[src/rtl/ex_mem_stage.sv]
// EX/MEM pipeline register with a built-in L1 D-cache access controller.
// State changes on the falling clock edge. A load or store holds the pipe until the cache answers.
module ex_mem_stage #(
   parameter int PC_SIZE   = 32,
   parameter int DATA_SIZE = 32
) (
   input  logic                 clk_i,
   input  logic                 rst_ni,
   input  logic                 stall_in_i,
   input  logic                 flush_i,
   input  logic                 EX_MemtoReg_i,
   input  logic                 EX_RegWrite_i,
   input  logic                 EX_MemRead_i,
   input  logic                 EX_MemWrite_i,
   input  logic                 EX_JalCtrl_i,
   input  logic                 EX_LhCtrl_i,
   input  logic                 EX_ShCtrl_i,
   input  logic [PC_SIZE-1:0]   EX_PC_i,
   input  logic [DATA_SIZE-1:0] EX_ALU_result_i,
   input  logic [DATA_SIZE-1:0] EX_Rt_data_i,
   input  logic [4:0]           EX_WR_out_i,
   input  logic                 dc_ready_i,
   input  logic [DATA_SIZE-1:0] dc_rdata_i,
   output logic                 MEM_MemtoReg_o,
   output logic                 MEM_RegWrite_o,
   output logic                 MEM_MemRead_o,
   output logic                 MEM_MemWrite_o,
   output logic                 MEM_JalCtrl_o,
   output logic                 MEM_LhCtrl_o,
   output logic                 MEM_ShCtrl_o,
   output logic [PC_SIZE-1:0]   MEM_PC_o,
   output logic [DATA_SIZE-1:0] MEM_ALU_result_o,
   output logic [4:0]           MEM_WR_out_o,
   output logic [DATA_SIZE-1:0] MEM_load_data_o,
   output logic                 dc_req_o,
   output logic                 dc_we_o,
   output logic [DATA_SIZE-1:0] dc_addr_o,
   output logic [DATA_SIZE-1:0] dc_wdata_o,
   output logic [3:0]           dc_be_o,
   output logic                 mem_stall_o
);

   typedef enum logic {IDLE, ACCESS} state_e;

   typedef struct packed {
      logic                 memtoReg;
      logic                 regWrite;
      logic                 memRead;
      logic                 memWrite;
      logic                 jal;
      logic                 lh;
      logic                 sh;
      logic [PC_SIZE-1:0]   pc;
      logic [DATA_SIZE-1:0] alu;
      logic [DATA_SIZE-1:0] rt;
      logic [4:0]           wr;
   } stage_t;

   state_e               state_q, state_d;
   stage_t               stage_q, stage_d, exIn;
   logic [DATA_SIZE-1:0] loadData_q, loadData_d;
   logic [DATA_SIZE-1:0] loadFmt;
   logic [15:0]          rdHalf;
   logic                 isLoad, isStore;

   assign exIn = '{memtoReg: EX_MemtoReg_i, regWrite: EX_RegWrite_i,
                   memRead:  EX_MemRead_i,  memWrite: EX_MemWrite_i,
                   jal:      EX_JalCtrl_i,  lh:       EX_LhCtrl_i,
                   sh:       EX_ShCtrl_i,   pc:       EX_PC_i,
                   alu:      EX_ALU_result_i, rt:     EX_Rt_data_i,
                   wr:       EX_WR_out_i};

   // A request with both read and write set behaves as a store.
   assign isStore = stage_q.memWrite;
   assign isLoad  = stage_q.memRead & ~stage_q.memWrite;
   assign rdHalf  = stage_q.alu[1] ? dc_rdata_i[31:16] : dc_rdata_i[15:0];
   assign loadFmt = stage_q.lh ? {{(DATA_SIZE-16){rdHalf[15]}}, rdHalf} : dc_rdata_i;

   always_ff @(negedge clk_i or negedge rst_ni) begin
      if (!rst_ni) begin
         state_q    <= IDLE;
         stage_q    <= '0;
         loadData_q <= '0;
      end else begin
         state_q    <= state_d;
         stage_q    <= stage_d;
         loadData_q <= loadData_d;
      end
   end

   // ACCESS freezes the register; the EX instruction waiting behind it loads only once back in IDLE.
   always_comb begin
      state_d    = state_q;
      stage_d    = stage_q;
      loadData_d = loadData_q;
      case (state_q)
         ACCESS: begin
            if (dc_ready_i) begin
               state_d = IDLE;
               if (isLoad) loadData_d = loadFmt;
            end
         end
         default: begin
            if (!stall_in_i) begin
               if (flush_i) begin
                  stage_d    = '0;
                  loadData_d = '0;
               end else begin
                  stage_d = exIn;
                  if (EX_MemRead_i | EX_MemWrite_i) state_d = ACCESS;
               end
            end
         end
      endcase
   end

   always_comb begin
      dc_wdata_o = '0;
      dc_be_o    = 4'b0000;
      if (state_q == ACCESS) begin
         dc_be_o = 4'b1111;
         if (isStore) begin
            dc_wdata_o = stage_q.rt;
            if (stage_q.sh) begin
               dc_wdata_o = {(DATA_SIZE/16){stage_q.rt[15:0]}};
               dc_be_o    = stage_q.alu[1] ? 4'b1100 : 4'b0011;
            end
         end
      end
   end

   assign dc_req_o         = (state_q == ACCESS);
   assign mem_stall_o      = (state_q == ACCESS);
   assign dc_we_o          = stage_q.memWrite;
   assign dc_addr_o        = {stage_q.alu[DATA_SIZE-1:2], 2'b00};

   assign MEM_MemtoReg_o   = stage_q.memtoReg;
   assign MEM_RegWrite_o   = stage_q.regWrite;
   assign MEM_MemRead_o    = stage_q.memRead;
   assign MEM_MemWrite_o   = stage_q.memWrite;
   assign MEM_JalCtrl_o    = stage_q.jal;
   assign MEM_LhCtrl_o     = stage_q.lh;
   assign MEM_ShCtrl_o     = stage_q.sh;
   assign MEM_PC_o         = stage_q.pc;
   assign MEM_ALU_result_o = stage_q.alu;
   assign MEM_WR_out_o     = stage_q.wr;
   assign MEM_load_data_o  = loadData_q;

endmodule

[config.mk]
export PLATFORM = sky130hd
export DESIGN_NAME = ex_mem_stage
export DESIGN_NICKNAME = d
export VERILOG_FILES = /design/src/rtl/ex_mem_stage.sv
export SDC_FILE = /design/constraint.sdc
export NUM_CORES = 1
export LEC_CHECK = 0
export ABC_AREA = 1
export BUFFER_PORTS_ARGS = -buffer_cell sky130_fd_sc_hd__buf_2
export CAP_MARGIN = 20
export CORE_AREA = 2 2 126 128
export CTS_BUF_LIST = sky130_fd_sc_hd__clkbuf_8 sky130_fd_sc_hd__clkbuf_16
export CTS_CLUSTER_DIAMETER = 40
export DETAILED_ROUTE_END_ITERATION = 8
export DIE_AREA = 0 0 128 130
export GPL_TIMING_DRIVEN = 1
export PLACE_DENSITY = 0.85
export SYNTH_ARGS = -nofsm -noshare
export SYNTH_HDL_FRONTEND = slang
export SYNTH_SLANG_ARGS = --single-unit
[constraint.sdc]
create_clock -name clk_i -period 2.4 [get_ports clk_i]
set_input_delay 0.24 -clock clk_i [delete_from_list [all_inputs] [get_ports clk_i]]
set_output_delay 0.24 -clock clk_i [all_outputs]
set_load 0.1 [all_outputs]
==> impl_metrics.csv <==
group,metric,value,unit
outcome,status,"finished, violations left",
outcome,violations,"negative setup slack",
clock_network,cts_tree,"yes",
floorplan,fp.dieArea,16600,µm²
critical_path,crit_type,"reg2out",
clock_network,cts_buffer_depth,2,
clock_network,cts.clk_slew.worst_paths,0.05,ns
power,p_int,6.17,mW
logic_synthesis,synth_warnings,0,
detailed_routing,finalWirelength,25.7,mm
logic_synthesis,ys_seq_area_share,50.3,%
critical_path,crit_path_start_kind,"flip-flop",
run,maxCapViolCount,0,
logic_synthesis,synth_compound_area_share,9.80,%
sta,worst_pin_slew,0.859,ns
logic_synthesis,synth_top_area_share,50.3,%
detailed_routing,drt_iter0_drc,493,
power,total_power,11.1,mW
critical_path,rr_worst_depth,9,
logic_synthesis,synthAdderAreaFrac,0,%
logic_synthesis,ys_ff_latch,141,
logic_synthesis,syn_inst,874,
power,p_sw_share,44.5,%
logic_synthesis,synth.distinct_cells,24,
hold_path,hp-class,"reg2reg",
place,dp_cells,1276,
logic_synthesis,synthFlopType,"dfrtn_1",
global_route,antenna_found_initial,2,
sta,final.setup.tns,-42.29,ns
logic_synthesis,avgSynthCellArea,8.03,µm²
logic_synthesis,synth_area_leader_cell,"dfrtn_1",
sta,slew_violations,0,
cells_and_area,drive_gt1_share,41.0,%
logic_synthesis,ys_top_cells_by_count,"nand2_1, dfrtn_1, buf_4",
logic_synthesis,synthSimpleGateAreaFrac,23.0,%
critical_path,cp-end-kind,"output port",
logic_synthesis,syn_area,7020,µm²
global_route,grt_pass1_vias,7211,
power,p_sw,4.94,mW
floorplan,num_rows,46,
detailed_routing,ant_nets,0,
cells_and_area,syn2layout_area_growth,74.0,%
power,power_density,910,nW/µm²
clock_network,cts_made_buffers,17,
detailed_routing,vias_per_cell,5.27,
critical_path,cp_max_fo,8,
clock_network,clkLatencyLatePin,0.40,ns
sta,fin_ws,-0.712,ns
critical_path,worst_path_largest_cell_delay,0.42,ns
place,io_buffers,321,
sta,setup_viol,177,
critical_path,path_delay_family,"buffers and inverters",
floorplan,die_height,130,µm
logic_synthesis,yosysMostFrequentCell,"nand2_1",
logic_synthesis,synth.area.mux_share,0,%
floorplan,start_util,45.5,%
sta,clock_skew,0.00590,ns
critical_path,path_cells,"buf_6 > nand2_8 > buf_12 > a211oi_4 > buf_12",
floorplan,die_w,128,µm
power,pwr-share-clk,24.7,%
detailed_routing,dr.pass1.iters,5,
critical_path,arrival,2.87,ns
place,place_ws,-0.294,ns
power,power_frac_seq,27.6,%
critical_path,r2r_start,"dc_req_o",
logic_synthesis,yosys-top-cells-area,"dfrtn_1, nand2_1, buf_4, o21ai_0, a211oi_1",
sta,hold_viol,0,
logic_synthesis,synth_edf_count,0,
critical_path,cp_num_buf_inv,3,
logic_synthesis,async_reset_ff_share,100,%
hold_path,hold_start,"stage_q[28]",
hold_path,worstHoldPathCells,2,
hold_path,worst_hold_path.endpoint,"stage_q[28]",
critical_path,r2r_slack,0.16,ns
global_route,grt_pass1_wl,39.7,mm
floorplan,fp.coreArea,15400,µm²
detailed_routing,wl_per_cell,19.2,µm
cells_and_area,layout.nets,1276,
cells_and_area,final_cells,1337,
cells_and_area,seq_area,3530,µm²
detailed_routing,drc,0,
critical_path,slowest_stage,"dfrtn_1",
power,p_leak,6.16,nW
cells_and_area,fill_cells,867,
place,gp_congestion,0.886,
power,pwr-share-comb,47.7,%
place,dp_hpwl,18.1,mm
clock_network,root_buffer,"clkbuf_16",
global_route,grt_max_degree,93,
detailed_routing,vias,7044,
logic_synthesis,synthXorXnorAreaFrac,0,%
clock_network,cts-htree-levels,4,
logic_synthesis,synth_top_family_by_area,"simple AND/OR/NAND/NOR gates",
global_route,grtUsageTotal,31.4,%
global_route,gr-total-overflow,0,
power,max-vdd-ir-drop,0.630,mV
cells_and_area,multiInputGateArea,2660,µm²
critical_path,worstReg2RegEnd,"MEM_load_data_o[7]",
clock_network,cts.sinks,141,
floorplan,ioPinCount,324,
critical_path,required,2.16,ns
critical_path,crit_top_cell,"buf_12",
sta,slew_headroom,42.7,%
sta,rsz0062_at_grt,"yes",
## metrics by stage
step / hold WS [ns] / cell area (µm²) / util [%]
6_report: 0.478 / 12200 / 79.2
5_1_grt: 0.508 / 12200 / 79.2
4_1_cts: 0.476 / 12100 / 78.7
3_5_place_dp: 0.458 / 11300 / 73.3
3_3_place_gp: 0.462 / 11300 / 73.3
2_1_floorplan: 0.434 / 7400 / -
## cell families (layout without fill, tap and decap cells)
group                  Yosys count  count (layout)
DFF                            141             141
buffers and inverters          189             458
AOI/OAI and AO/OA              128             128
and+or+nand+nor                415             415
other                            1               3
## layer usage
| metal | GRT usage, % | up-vias | wire length (µm) |
|---|---|---|---|
| met5 | 0 | - | 10 |
| met4 | 15.1 | 2 | 1140 |
| met3 | 8.86 | 96 | 2380 |
| met2 | 56.3 | 481 | 13600 |
| met1 | 34.4 | 3330 | 8630 |
| li1 | - | 3135 | - |
## worst max path at each step
stage,from,to,cells after the start
2_1_floorplan,dc_req_o,dc_wdata_o[17],4
3_3_place_gp,dc_req_o,dc_wdata_o[19],4
3_5_place_dp,MEM_ShCtrl_o,dc_wdata_o[20],4
4_1_cts,MEM_MemWrite_o,dc_wdata_o[31],5
5_1_grt,MEM_MemWrite_o,dc_wdata_o[20],5
6_report,MEM_MemWrite_o,dc_wdata_o[20],5
## power by group through the flow
stage / Clock (mW) / Combinational [mW] / Sequential, mW
global placement: 0 / 5.07 / 3.07
finish: 2.74 / 5.30 / 3.07
detailed placement: 0 / 5.17 / 3.10
CTS: 2.78 / 5.26 / 3.07
global route: 2.88 / 5.47 / 3.10
floorplan: 0 / 3.16 / 3.32
## cell usage in the layout, fill, tap and decap left out, drive strengths merged
cell type	n
inv	32
a211oi	16
clkinv	7
bufinv	3
dfrtn	141
nand2	364
conb	2
clkbuf	19
o21ai	109
buf	395
o211ai	1
diode	1
nor2	33
nand3	17
nand4	1
o31ai	2
clkinvlp	2
## flip-flops by register name, indices dropped and copies added (netlist names)
signal            cells
MEM_ALU_result_o     32
MEM_PC_o             32
MEM_load_data_o      32
stage_q              32
MEM_WR_out_o          5
MEM_JalCtrl_o         1
MEM_LhCtrl_o          1
MEM_MemRead_o         1
MEM_MemWrite_o        1
MEM_MemtoReg_o        1
MEM_RegWrite_o        1
MEM_ShCtrl_o          1
dc_req_o              1
## worst min-delay path: cells and delay by family, from the launching register on
| kind | cells | cell delay, ns |
|---|---|---|
| compound gates | 1 | 0.08 |
| flops | 1 | 0.41 |
| simple gates | 1 | 0.07 |
## final cells by class
class / instances / share of cell area (%)
repair buffers: 395 / 41.3
flip-flops and latches: 141 / 28.9
clock inverters: 13 / 1.34
inverters: 31 / 1.01
clock buffers: 19 / 3.71
multi-input cells: 545 / 21.7
well taps: 192 / 1.97
diodes: 1 / 0.0205
## timing repair
| item | CTS | global route |
|---|---|---|
| pin swaps | 3 | 6 |
| hold endpoints to repair | 0 | 0 |
| buffers inserted | 22 | 8 |
| hold buffers | 0 | 0 |
| gates resized for setup | 13 | 9 |
| endpoints found under the setup margin | 177 | 177 |
Note: power is estimated with default switching activity, not from simulation.
